==> src/rtl/data_sampler.sv <==
// UART RX oversampling front end: 3-sample mid-bit majority vote, edge/bit counters, frame wrap pulse.
// Define UART_RX_SYNC_EN to pass RX_IN through a two-flop synchronizer (adds 2 cycles line-to-sample).
module data_sampler #(
  parameter int FRAME_BITS = 11,
  parameter int PRESC_W    = 6
) (
  input  logic               Clk,
  input  logic               Rst,
  input  logic               RX_IN,
  input  logic [PRESC_W-1:0] Prescale,
  input  logic               Dat_samp_EN,
  output logic               Sampled_bit,
  output logic               Sample_valid,
  output logic [PRESC_W-1:0] Edge_cnt,
  output logic [3:0]         Bit_cnt,
  output logic               Frame_done
);

  logic [PRESC_W-1:0] p_eff;
  logic [PRESC_W-1:0] half;
  logic [PRESC_W-1:0] last_edge;
  logic               rx_s;
  logic               s0;
  logic               s1;
  logic               wrap;
  logic               last_bit;
  logic               third_sample;
  logic               majority;

  // Unsupported ratios fall back to 8; decoded live so a change takes effect next cycle.
  always_comb begin
    p_eff = PRESC_W'(8);
    if (Prescale == PRESC_W'(16) || Prescale == PRESC_W'(32)) begin
      p_eff = Prescale;
    end
    half         = p_eff >> 1;
    last_edge    = p_eff - PRESC_W'(1);
    wrap         = (Edge_cnt >= last_edge);
    last_bit     = (Bit_cnt == 4'(FRAME_BITS - 1));
    third_sample = (Edge_cnt == half + PRESC_W'(1));
    majority     = (s0 & s1) | (s0 & rx_s) | (s1 & rx_s);
  end

`ifdef UART_RX_SYNC_EN
  logic [1:0] sync_q;

  always_ff @(posedge Clk) begin
    if (!Rst) begin
      sync_q <= 2'b11;
    end else begin
      sync_q <= {sync_q[0], RX_IN};
    end
  end

  assign rx_s = sync_q[1];
`else
  assign rx_s = RX_IN;
`endif

  always_ff @(posedge Clk) begin
    if (!Rst) begin
      Sampled_bit  <= 1'b1;
      Sample_valid <= 1'b0;
      Edge_cnt     <= '0;
      Bit_cnt      <= '0;
      Frame_done   <= 1'b0;
      s0           <= 1'b1;
      s1           <= 1'b1;
    end else begin
      // The third-sample commit lands even if the enable drops in that same cycle.
      if (third_sample) begin
        Sampled_bit <= majority;
      end
      if (!Dat_samp_EN) begin
        Sample_valid <= 1'b0;
        Edge_cnt     <= '0;
        Bit_cnt      <= '0;
        Frame_done   <= 1'b0;
        s0           <= 1'b0;
        s1           <= 1'b0;
      end else begin
        Sample_valid <= third_sample;
        Frame_done   <= wrap && last_bit;
        if (wrap) begin
          Edge_cnt <= '0;
          Bit_cnt  <= last_bit ? 4'd0 : Bit_cnt + 4'd1;
        end else begin
          Edge_cnt <= Edge_cnt + PRESC_W'(1);
        end
        if (Edge_cnt == half - PRESC_W'(1)) begin
          s0 <= rx_s;
        end
        if (Edge_cnt == half) begin
          s1 <= rx_s;
        end
      end
    end
  end

endmodule

==> config.mk <==
export PLATFORM = sky130hd
export DESIGN_NAME = data_sampler
export DESIGN_NICKNAME = d
export VERILOG_FILES = /design/src/rtl/data_sampler.sv
export SDC_FILE = /design/constraint.sdc
export NUM_CORES = 1
export LEC_CHECK = 0
export CAP_MARGIN = 0
export CORE_MARGIN = 4
export CORE_UTILIZATION = 45
export DETAILED_ROUTE_END_ITERATION = 12
export GPL_TIMING_DRIVEN = 0
export HOLD_SLACK_MARGIN = 0.15
export PLACE_DENSITY = 0.74
export SKIP_CTS_REPAIR_TIMING = 1
export SLEW_MARGIN = 0
export SYNTH_ARGS = -nofsm -noshare
export SYNTH_HDL_FRONTEND = slang
export SYNTH_SLANG_ARGS = --single-unit
==> constraint.sdc <==
create_clock -name Clk -period 4.1 [get_ports Clk]
set_clock_uncertainty 0.05 [all_clocks]
set_input_delay 1.025 -clock Clk [delete_from_list [all_inputs] [get_ports Clk]]
set_output_delay 1.025 -clock Clk [all_outputs]
set_load 0.03 [all_outputs]
==> Word level (Yosys, flattened, before mapping) <==
Cells that the tools add are included.
{ "totals": {"reg_bits": 15} }
{ "classes": {"addsub": 5, "n_lt_le_gt_ge": 1, "mux": 6, "bitwise": 7, "reduce_logical": 4, "eq_ne": 8} }
{ "op_table": {"columns": ["cell", "n"], "rows": [
  ["equality test 6 bit", 2],
  ["adder 5 x 1 -> 6 bit (second input constant)", 1],
  ["adder 6 x 1 -> 6 bit (second input constant)", 1],
  ["equality test 6 x 5 -> 1 bit", 1],
  ["equality test 6 x 5 -> 1 bit (second input constant)", 1],
  ["equality test 6 bit (second input constant)", 1],
  ["greater-or-equal comparator 6 bit", 1],
  ["two-way mux 6 bit", 1],
  ["subtractor 5 x 1 -> 6 bit (second input constant)", 1],
  ["subtractor 6 x 1 -> 6 bit (second input constant)", 1],
  ["adder 4 x 1 -> 4 bit (second input constant)", 1],
  ["equality test 4 bit (second input constant)", 1],
  ["two-way mux 1 bit", 4],
  ["two-way mux 4 bit", 1],
  ["inequality test 2 x 1 -> 1 bit (second input constant)", 2],
  ["AND 1 bit", 3],
  ["OR reduction 3 bit", 1],
  ["NOT 1 bit", 2],
  ["bitwise OR 1 bit", 2],
  ["AND reduction 2 bit", 1],
  ["logical AND 1 bit", 1],
  ["logical OR 1 bit", 1]
]} }

==> Depth between registers and ports, before layout <==
Gate-level depths: netlist of the first run.
{ "depth": {"word_depth": 7, "ltp_mapped": 10, "ltp_nobuf": 9} }

==> Worst setup path before layout of the first run <==
OpenSTA, ideal clock, no wires.
{ "synth_path": {"kind": "input to register", "startpoint": "input Prescale[0]", "endpoint": "register Edge_cnt[5]", "path_stages": 9, "setup_ns": 0.065, "t_required_ns": 3.985, "arrival_ns": 2.803, "n_path_buf": 1, "setup_slack_ns": 1.182, "cell_sequence": "nor4_4 nand3b_1 ha_1 a21o_1 a21oi_1 o21ai_1 or2_1 clkbuf_1 nor2_1"} }
{ "synth_via": {"elab_chain_len": 6} }
{ "synth_rtl": {"columns": ["element", "line_no", "source"], "rows": [
  ["from (decl)", "10", "input logic [PRESC_W-1:0] Prescale,"],
  ["equality test 6 x 5 -> 1 bit or equality test 6 bit (tied branches)", "33", "if (Prescale == PRESC_W'(16) || Prescale == PRESC_W'(32)) begin"],
  ["logical OR 1 bit", "33", null],
  ["two-way mux 6 bit (*)", "33", null],
  ["subtractor 6 x 1 -> 6 bit (*)", "37", "last_edge = p_eff - PRESC_W'(1);"],
  ["greater-or-equal comparator 6 bit (*)", "38", "wrap = (Edge_cnt >= last_edge);"],
  ["OR reduction 3 bit (no source line) (*)", null, null],
  ["to (signal assigned)", "88", "Edge_cnt <= Edge_cnt + PRESC_W'(1);"],
  ["to (decl)", "14", "output logic [PRESC_W-1:0] Edge_cnt,"]
]} }
Every way passes the cells marked *; elsewhere a longest branch is shown, timed or not.
A chain may end at the register's enable or synchronous reset.

==> Worst setup path after layout of the first run <==
Same ends and word-level chain as after synthesis.

==> impl_results.md, run 1 <==
* Largest stage delay on the critical path at between 400 and 500 ps
* Total overflow reported by the global router at 0
* Die area at 3130 µm²
* Cells along the critical path: clkdlybuf4s50_1 -> nor4_4 -> nand3b_1 -> ha_1 -> a21o_1 -> a21oi_1 -> o21ai_1 -> or2_1 -> clkbuf_1 -> nor2_1
* Sequential element share of the synthesized area at 0.291
* Crit path time final at roughly 3400 ps
* H-tree levels at 1
* Count of buffers inserted at the top-level ports at 22
* Num ports at 23
* Launching element type of the critical path: input port
* Number of global-route vias before repair at 886
* Class of the tightest hold or removal check: reg2reg
* Clock-pin slew of the registers on the worst-case setup and hold paths at 80 ps
* Final-report hold violation count at 0
* Area inside the core boundary at 2190 µm²
* Routed length per placed instance at 11.2 µm
* Dominant cell by count in the synthesized netlist: sky130_fd_sc_hd__dfxtp_1
* Share of cells above drive strength 1 at 0.0694
* TritonCTS buffer count at 3
* Die width at about 56 µm
* Crit Path Max Fanout at 8
* Total number of nets in the final design at 164
* Worst setup path start: Prescale[0]
* Setup CP Type: in2reg
* FF+latch count, synth at 15
* Number of routed nets with antenna violations at 0
* Fraction of the core area covered by cells at the end of the flow at 0.609
* Leading post-synthesis cells by cell area: sky130_fd_sc_hd__dfxtp_1 (29%), sky130_fd_sc_hd__ha_1 (11%), sky130_fd_sc_hd__mux2i_1 (6.8%), sky130_fd_sc_hd__nor2_1 (4.4%), sky130_fd_sc_hd__xor2_1 (4.2%)
* Synth Instances at ~110
* Instance count on the critical path at 10
* Number of distinct library cell variants in the gate-level netlist after synthesis at 37
* Num Clock Sinks at 15
* Initial DRT Pass Iterations at 4
* Fraction of registers with async set or reset after synthesis at 0
* Crit path buffers/inverters at 2
* Critical R2R Capture: Edge_cnt[5]$_SDFF_PP0_
* Setup tns final at 0 ps
* Worst setup slack for register-to-register paths at 1890 ps
* First-iteration detailed-routing DRC count at 7
* Yosys top cell by area: sky130_fd_sc_hd__dfxtp_1
* Worst IR Drop VDD at 0.000139 V
* Max Slew Vio Count at 0
* Site row count at 17
* Endpoint type of the worst setup path: flip-flop
* Final wirelength at around 1900 µm
* Run status: finished clean
* Count of maximum capacitance violations at 0
* Post-synthesis average cell area at 9.15 µm²
* HPWL after DPL at about 1600 µm
* # DRC at 0
* Critical Path End: Edge_cnt[5]$_SDFF_PP0_
* Source-to-sink clock delay at the later pin of the worst-skew pair at 280 ps
* Total power consumption of the routed design at ~0.28 mW
* Post-synthesis instance area at 1030 µm²
* Clock Root Buffer: sky130_fd_sc_hd__clkbuf_4
* Antenna violations before repair at 0
* Pin count of the biggest net entering global routing at 10
* Most numerous cell types in the synthesized netlist: sky130_fd_sc_hd__dfxtp_1 (15), sky130_fd_sc_hd__nor2_1 (12), sky130_fd_sc_hd__ha_1 (9)
* Kind of cell adding the most delay to the critical path: simple AND/OR/NAND/NOR gates
* Global placer's final weighted congestion at 0.816
* Number of warnings reported in the yosys synthesis log at 0
* Number of enable flip-flop cells after synthesis at 0
* Area share of the largest cell type after synthesis at 0.291
* Global routing usage summed across all routing layers at 0.134
* Maximum clock path buffer count at 2
* Slew at the pin with the worst max-slew slack at 572 ps
* Path depth of the worst reg2reg path at 9
* Power per standard cell area at between 200 and 250 nW/µm²
* Leakage power total at 0.566 nW
* Share of the clock period used by the worst path after layout at 0.825
* Crit Reg-Reg Startpoint: Edge_cnt[0]$_SDFF_PP0_
* Diode insertion count for antenna repair at 0
* Clock tree from TritonCTS: done
* Chip Height at between 50 and 60 µm
* RSZ-0062 raised after global routing: no
* Worst EP arrival at 3550 ps
* Number of failing setup endpoints in the final timing report at 0
* Highest-delay cell along the critical path: sky130_fd_sc_hd__clkdlybuf4s50_1
* Via-per-instance ratio at 5.10
* Via count at 878
* Area growth from synthesis to layout at 29.1%
* Initial standard-cell utilization of the core at 0.472
* Global-route wire length before repair at between 3000 and 4000 µm
* Worst slew margin relative to its limit at 0.616
* Peak clock frequency supported by timing at 0.296 GHz
* Required time at the worst-slack endpoint at 4260 ps
* Dominant register cell in the synthesized netlist: sky130_fd_sc_hd__dfxtp_1
-- metal layers --
layer  up-vias  global-route usage  wire length (µm)
met5         -                   0                 0
met4         0              0.0542                 0
met3         0              0.0371                87
met2        16               0.240              1020
met1       406               0.147               823
li1        456                   -                 -
-- final cells by class --
type / instances / area [µm²]
fill: 203 / 857
multi-input combinational: 94 / 701
sequential: 15 / 300
timing repair buffer: 22 / 220
buffer: 5 / 36.3
tap: 28 / 35.0
clock buffer: 4 / 26.3
inverter: 4 / 15.0
-- logic make-up after synthesis --
| group | after synthesis | synth area share |
|---|---|---|
| buffers and inverters | 9 | 0.0496 |
| xor gates and xnor gates | 11 | 0.122 |
| muxes | 7 | 0.0678 |
| adders and majority gates | 10 | 0.119 |
| other | 2 | 0.00727 |
| DFF | 15 | 0.291 |
| and+or+nand+nor | 46 | 0.259 |
| AOI/OAI and AO/OA | 13 | 0.0847 |
-- layout by cell type (no fill, tap or decap), drive strengths merged --
cell / netlist / final
nand4: 1 / 1
conb: 2 / 7
a311o: 1 / 1
a41o: 1 / 1
xor3: 1 / 1
ha: 9 / 9
o21ai: 4 / 4
or3: 1 / 1
nor4b: 1 / 1
nand3: 7 / 7
dfxtp: 15 / 15
xor2: 5 / 5
a21oi: 3 / 3
maj3: 1 / 1
or2: 3 / 3
o311ai: 1 / 1
a221oi: 1 / 1
a21o: 2 / 2
nor3: 2 / 2
mux2i: 7 / 7
nand2b: 3 / 3
inv: 4 / 4
xnor2: 4 / 4
buf: 2 / 2
xnor3: 1 / 1
clkbuf: 3 / 7
nor4bb: 3 / 3
and2: 2 / 2
nor4: 2 / 2
nand3b: 2 / 2
nor2: 12 / 12
clkdlybuf4s50: 0 / 22
nand2: 7 / 7
-- registers in the layout, indices dropped and copies added (netlist names) --
signal and cells:
Edge_cnt 6, s0 1, s1 1, Sample_valid 1, Sampled_bit 1, Bit_cnt 4, Frame_done 1
-- worst reg2reg max path, stage by stage, from the launching register on --
cell and delay (ps):
sky130_fd_sc_hd__dfxtp_1 450, sky130_fd_sc_hd__inv_1 110, sky130_fd_sc_hd__ha_1 290, sky130_fd_sc_hd__nand2b_1 90
sky130_fd_sc_hd__a21o_1 100, sky130_fd_sc_hd__a21oi_1 60, sky130_fd_sc_hd__o21ai_1 470, sky130_fd_sc_hd__or2_1 170
sky130_fd_sc_hd__clkbuf_1 210, sky130_fd_sc_hd__nor2_1 80
-- worst min path at each step --
stage                        startpoint                  endpoint  slack (ps)  depth (start not counted)
2_1_floorplan           s0$_SDFFE_PN1P_           s0$_SDFFE_PN1P_         450                          2
3_3_place_gp   Sampled_bit$_SDFFE_PN1P_  Sampled_bit$_SDFFE_PN1P_         410                          2
3_5_place_dp   Sampled_bit$_SDFFE_PN1P_  Sampled_bit$_SDFFE_PN1P_         420                          2
4_1_cts        Sampled_bit$_SDFFE_PN1P_  Sampled_bit$_SDFFE_PN1P_         440                          2
5_1_grt        Sampled_bit$_SDFFE_PN1P_  Sampled_bit$_SDFFE_PN1P_         460                          2
6_report       Sampled_bit$_SDFFE_PN1P_  Sampled_bit$_SDFFE_PN1P_         440                          2
-- power by group --
group          total [mW]  switching, mW  internal [mW]
logic              0.0490         0.0232         0.0257
registers           0.151        0.00275          0.148
clock network      0.0826         0.0450         0.0377
-- stage by stage --
stage	setup WS [ps]	hold slack [ps]	cell area, µm²	std cells
2_1_floorplan	1180	445	1050	118
3_3_place_gp	505	412	1310	168
3_5_place_dp	417	422	1310	168
4_1_cts	711	445	1330	172
5_1_grt	522	461	1330	172
6_report	717	438	1330	172
Note: power is estimated with default switching activity, not from simulation.
==> run 2: changes to the inputs <==
==> constraint.sdc (replaced) <==
create_clock -name Clk -period 3.4 [get_ports Clk]
set_clock_uncertainty 0.05 [all_clocks]
set_input_delay 0.85 -clock Clk [delete_from_list [all_inputs] [get_ports Clk]]
set_output_delay 0.85 -clock Clk [all_outputs]
set_load 0.03 [all_outputs]
==> impl_results.md, run 2 (synthesis results as in run 1) <==
* # DRC at 0
* Chip Height at 55.9 µm
* Final wirelength at 1960 µm
* Launching element type of the critical path: input port
* Num ports at 23
* Area growth from synthesis to layout at 29.8%
* Required time at the worst-slack endpoint at 3560 ps
* Worst IR Drop VDD at 0.000168 V
* Power per standard cell area at 255 nW/µm²
* Fin Hold WS at about 440 ps
* Fillers at 202
* Total number of nets in the final design at 165
* Count of maximum capacitance violations at 0
* Critical Path End: Edge_cnt[5]$_SDFF_PP0_
* Share of the clock period used by the worst path after layout at 0.931
* Final instance area at 1340 µm²
* Share of cells above drive strength 1 at 0.0759
* Diode insertion count for antenna repair at 0
* Class of the tightest hold or removal check: reg2reg
* Fraction of the core area covered by cells at the end of the flow at 0.612
* Crit path buffers/inverters at 3
* Total overflow reported by the global router at 0
* Final cell count without fillers at 173
* Via-per-instance ratio at 5.13
* Path depth of the worst reg2reg path at 9
* Area inside the core boundary at 2190 µm²
* Kind of cell adding the most delay to the critical path: simple AND/OR/NAND/NOR gates
* Worst slew margin relative to its limit at 0.616
* Worst setup slack for register-to-register paths at 1190 ps
* Worst EP arrival at between 3000 and 4000 ps
* Clock Root Buffer: sky130_fd_sc_hd__clkbuf_4
* Clock tree from TritonCTS: done
* Cells along the critical path: clkdlybuf4s50_1 -> nor4_4 -> buf_4 -> nand3b_1 -> ha_1 -> a21o_1 -> a21oi_1 -> o21ai_1 -> or2_1 -> clkbuf_1 -> nor2_1
* # placed instances at 168
* Slew at the pin with the worst max-slew slack at 572 ps
* Global-route wire length before repair at 3450 µm
* Site row count at 17
* Crit Path Max Fanout at 8
* Critical R2R Capture: Edge_cnt[5]$_SDFF_PP0_
* Final setup margin at about 240 ps
* Run status: finished clean
* Highest-delay cell along the critical path: sky130_fd_sc_hd__clkdlybuf4s50_1
* Placement Cell Area at 1310 µm²
* Number of global-route vias before repair at approximately 900
* Placement-stage worst setup slack at -108 ps
* Crit Reg-Reg Startpoint: Edge_cnt[0]$_SDFF_PP0_
* Clock-pin slew of the registers on the worst-case setup and hold paths at 80 ps
* Source-to-sink clock delay at the later pin of the worst-skew pair at 280 ps
* Global placer's final weighted congestion at 0.816
* Worst setup path start: Prescale[3]
* First-iteration detailed-routing DRC count at 8
* Antenna violations before repair at 0
* Count of buffers inserted at the top-level ports at 22
* Max FFs per register at 6
* Die area at 3130 µm²
* HPWL after DPL at 1580 µm
* Global routing usage summed across all routing layers at 0.134
* Peak clock frequency supported by timing at around 0.32 GHz
* Setup CP Type: in2reg
* Largest stage delay on the critical path at between 400 and 500 ps
* Reg with most FFs: Edge_cnt
* Maximum clock path buffer count at 2
* Via count at 887
* Endpoint type of the worst setup path: flip-flop
* TritonCTS buffer count at 3
* Final-report hold violation count at 0
* Most common library cell in the layout ignoring fill and taps: sky130_fd_sc_hd__clkdlybuf4s50_1
* Max Slew Vio Count at 0
* Commonest non-fill, non-tap cells in the layout: sky130_fd_sc_hd__clkdlybuf4s50_1 (22), sky130_fd_sc_hd__dfxtp_1 (15), sky130_fd_sc_hd__nor2_1 (12)
* Die width at 55.9 µm
* Instance count on the critical path at 11
* Pin count of the biggest net entering global routing at 10
* Largest registers: Edge_cnt (6), Bit_cnt (4)
* Leakage power total at 0.571 nW
* Crit path time final at 3160 ps
* H-tree levels at 1
* Initial DRT Pass Iterations at 4
* Number of routed nets with antenna violations at 0
* Num Clock Sinks at 15
* Initial standard-cell utilization of the core at 0.472
* RSZ-0062 raised after global routing: no
* Routed length per placed instance at 11.3 µm
* Number of failing setup endpoints in the final timing report at 0
[run 2: per-stage QoR]
stage / total power [mW] / TNS [ps]
3_5_place_dp: 0.246 / -570
4_1_cts: 0.348 / 0
3_3_place_gp: 0.244 / -84.5
6_report: 0.342 / 0
5_1_grt: 0.363 / 0
2_1_floorplan: 0.222 / 0
[run 2: area by class of cell]
cell class                 instances  area, µm²  share of cell area
clock buffer                       4       26.3              0.0196
timing repair buffer              23        228               0.170
buffer                             5       36.3              0.0271
inverter                           4       15.0              0.0112
multi-input combinational         94        701               0.522
sequential                        15        300               0.224
tap                               28       35.0              0.0261
[run 2: where the power goes]
part	switching, mW	internal, mW
clock	0.0542	0.0454
sequential	0.00332	0.179
combinational	0.0282	0.0314
[run 2: how the worst min path moves through the flow]
stage	depth (start not counted)	startpoint	to
final	2	Sampled_bit$_SDFFE_PN1P_	Sampled_bit$_SDFFE_PN1P_
after CTS	2	Sampled_bit$_SDFFE_PN1P_	Sampled_bit$_SDFFE_PN1P_
after detailed placement	2	Sampled_bit$_SDFFE_PN1P_	Sampled_bit$_SDFFE_PN1P_
after floorplan	2	s0$_SDFFE_PN1P_	s0$_SDFFE_PN1P_
after global routing	2	Sampled_bit$_SDFFE_PN1P_	Sampled_bit$_SDFFE_PN1P_
after global placement	2	Sampled_bit$_SDFFE_PN1P_	Sampled_bit$_SDFFE_PN1P_
[run 2: per-layer routing]
layer,track usage,wire length [µm]
met1,0.147,834
met2,0.240,1030
met3,0.0371,87
met4,0.0542,0
met5,0,0
[run 2: worst register-to-register path, stage by stage, from the launching register on]
cell and delay, ps:
sky130_fd_sc_hd__dfxtp_1 450, sky130_fd_sc_hd__inv_1 110, sky130_fd_sc_hd__ha_1 290, sky130_fd_sc_hd__nand2b_1 90, sky130_fd_sc_hd__a21o_1 100, sky130_fd_sc_hd__a21oi_1 60
sky130_fd_sc_hd__o21ai_1 470, sky130_fd_sc_hd__or2_1 170, sky130_fd_sc_hd__clkbuf_1 210, sky130_fd_sc_hd__nor2_1 80
==> run 3: changes to the inputs <==
--- a/config.mk
+++ b/config.mk
@@ -9,7 +9,7 @@
 export CORE_MARGIN = 4
 export CORE_UTILIZATION = 45
 export DETAILED_ROUTE_END_ITERATION = 12
-export GPL_TIMING_DRIVEN = 0
+export GPL_TIMING_DRIVEN = 1
 export HOLD_SLACK_MARGIN = 0.15
 export PLACE_DENSITY = 0.74
 export SKIP_CTS_REPAIR_TIMING = 1
==> impl_results.md, run 3 (synthesis results as in run 1) <==
* Slew at the pin with the worst max-slew slack at 513 ps
* Global placer's final weighted congestion at 0.740
* Pin count of the biggest net entering global routing at 11
* Final-report hold violation count at 0
* GR Util met2 at 0.252
* Gate power share at 0.173
* Routed length per placed instance at 12.0 µm
* Count of buffers inserted at the top-level ports at 22
* Clock Root Buffer: sky130_fd_sc_hd__clkbuf_4
* Global-route met3 utilization at 0.0418
* Maximum clock path buffer count at 2
* Area growth from synthesis to layout at 27.1%
* Max FFs per register at 6
* Worst EP arrival at 3170 ps
* Fillers at 203
* Switch share at 0.261
* Global routing usage summed across all routing layers at 0.150
* TritonCTS buffer count at 3
* Diode insertion count for antenna repair at 0
* Most common library cell in the layout ignoring fill and taps: sky130_fd_sc_hd__clkdlybuf4s50_1
* Number of global-route vias before repair at 862
* Worst setup slack for register-to-register paths at 1260 ps
* Via-per-instance ratio at roughly 5
* Initial standard-cell utilization of the core at 0.472
* Crit path time final at 3040 ps
* Run status: finished clean
* Total overflow reported by the global router at 0
* Endpoint type of the worst setup path: flip-flop
* Crit Reg-Reg Startpoint: Edge_cnt[0]$_SDFF_PP0_
* Launching element type of the critical path: input port
* HPWL after DPL at 1580 µm
* Placement Cell Area at 1290 µm²
* Final wirelength at ~2000 µm
* Count of maximum capacitance violations at 0
* Worst IR Drop VDD at 0.000203 V
* Setup tns final at 0 ps
* Number of failing setup endpoints in the final timing report at 0
* Class of the tightest hold or removal check: reg2reg
* Site row count at 17
* GRT Max-Usage Layer: met2
* Peak clock frequency supported by timing at 0.329 GHz
* Path depth of the worst reg2reg path at 8
* Clock-pin slew of the registers on the worst-case setup and hold paths at around 90 ps
* Largest registers: Edge_cnt (6), Bit_cnt (4)
* Num ports at 23
* M1 GR Usage at 0.190
* Crit Path Max Fanout at 8
* Setup CP Type: in2reg
* Cell depth of the worst min-delay path at 2
* Power spent charging and discharging nets at 0.0895 mW
* Internal power of the cells at 0.254 mW
* Part of the power in registers at 0.533
* Via count at 862
* Max Slew Vio Count at 0
* Global-route wire length before repair at 3810 µm
* Antenna violations before repair at 0
* Share of the clock period used by the worst path after layout at 0.893
* # DRC at 0
* Total number of nets in the final design at 161
* Destination of the worst hold path: Sampled_bit$_SDFFE_PN1P_
* Worst slew margin relative to its limit at 0.656
* Power per standard cell area at around 260 nW/µm²
* RSZ-0062 raised after global routing: no
* Required time at the worst-slack endpoint at about 3500 ps
* H-tree levels at 1
* Final instance area at between 1000 and 1500 µm²
* Share of cells above drive strength 1 at 0.0780
* Source-to-sink clock delay at the later pin of the worst-skew pair at 280 ps
* First-iteration detailed-routing DRC count at 10
* Commonest non-fill, non-tap cells in the layout: sky130_fd_sc_hd__clkdlybuf4s50_1 (22), sky130_fd_sc_hd__dfxtp_1 (15), sky130_fd_sc_hd__nor2_1 (12)
* Initial DRT Pass Iterations at 4
* Number of routed nets with antenna violations at 0
* Reg with most FFs: Edge_cnt
* Die width at 55.9 µm
* Chip Height at 55.9 µm
* Die area at roughly 3100 µm²
* Fraction of power consumed by the clock network at 0.294
* Startpoint of the most critical hold path: Sampled_bit$_SDFFE_PN1P_
* Clock tree from TritonCTS: done
* Area inside the core boundary at 2190 µm²
* Critical R2R Capture: Bit_cnt[1]$_SDFFE_PN0P_
* Num Clock Sinks at 15
* Leakage power total at between 0.5 and 0.6 nW
==> run 3: area by class of cell <==
class / instances / area (µm²) / area share
multi-input cells: 94 / 701 / 0.533
flip-flops and latches: 15 / 300 / 0.229
repair buffers: 24 / 235 / 0.179
well taps: 28 / 35.0 / 0.0267
clock buffers: 3 / 22.5 / 0.0171
inverters: 4 / 15.0 / 0.0114
clock inverters: 1 / 5.00 / 0.00381
==> run 3: how the worst max path moves through the flow <==
stage           startpoint                 endpoint  cells past startpoint
5_1_grt        Prescale[0]  Bit_cnt[1]$_SDFFE_PN0P_                      8
2_1_floorplan  Prescale[0]   Edge_cnt[5]$_SDFF_PP0_                      9
4_1_cts        Prescale[0]   Edge_cnt[5]$_SDFF_PP0_                      9
3_3_place_gp   Prescale[0]   Edge_cnt[3]$_SDFF_PP0_                      9
6_report       Prescale[0]  Bit_cnt[1]$_SDFFE_PN0P_                      8
3_5_place_dp   Prescale[0]  Bit_cnt[1]$_SDFFE_PN0P_                      8
==> run 3: layer usage <==
layer / part of all wire / vias to the layer above
met5: 0 / -
met4: 0 / 0
met1: 0.46 / 400
met3: 0.033 / 0
li1: - / 446
met2: 0.51 / 16
==> run 3: power groups by stage <==
stage | registers, mW | clock network (mW) | logic [mW]
floorplan | 0.189 | 0 | 0.0327
global placement | 0.187 | 0 | 0.0574
detailed placement | 0.187 | 0 | 0.0586
CTS | 0.183 | 0.106 | 0.0590
global route | 0.184 | 0.117 | 0.0668
finish | 0.183 | 0.101 | 0.0595
==> run 3: metrics by stage <==
| step | utilization | total power, mW | setup WS, ps | hold slack [ps] | cells |
|---|---|---|---|---|---|
| after floorplan | - | 0.222 | 657 | 445 | 118 |
| after global placement | 0.587 | 0.244 | 159 | 412 | 165 |
| after detailed placement | 0.587 | 0.246 | 71.7 | 410 | 165 |
| after CTS | 0.600 | 0.348 | 374 | 435 | 169 |
| after global routing | 0.600 | 0.368 | 105 | 465 | 169 |
| final | 0.600 | 0.343 | 364 | 428 | 169 |
==> run 3: critical path, cell delays in order <==
cell and delay (ps):
sky130_fd_sc_hd__clkdlybuf4s50_1 440, sky130_fd_sc_hd__nor4_4 390, sky130_fd_sc_hd__nand3b_1 190, sky130_fd_sc_hd__ha_1 340, sky130_fd_sc_hd__nand3_1 90, sky130_fd_sc_hd__o21ai_1 430
sky130_fd_sc_hd__o21ai_0 180, sky130_fd_sc_hd__a41o_1 270
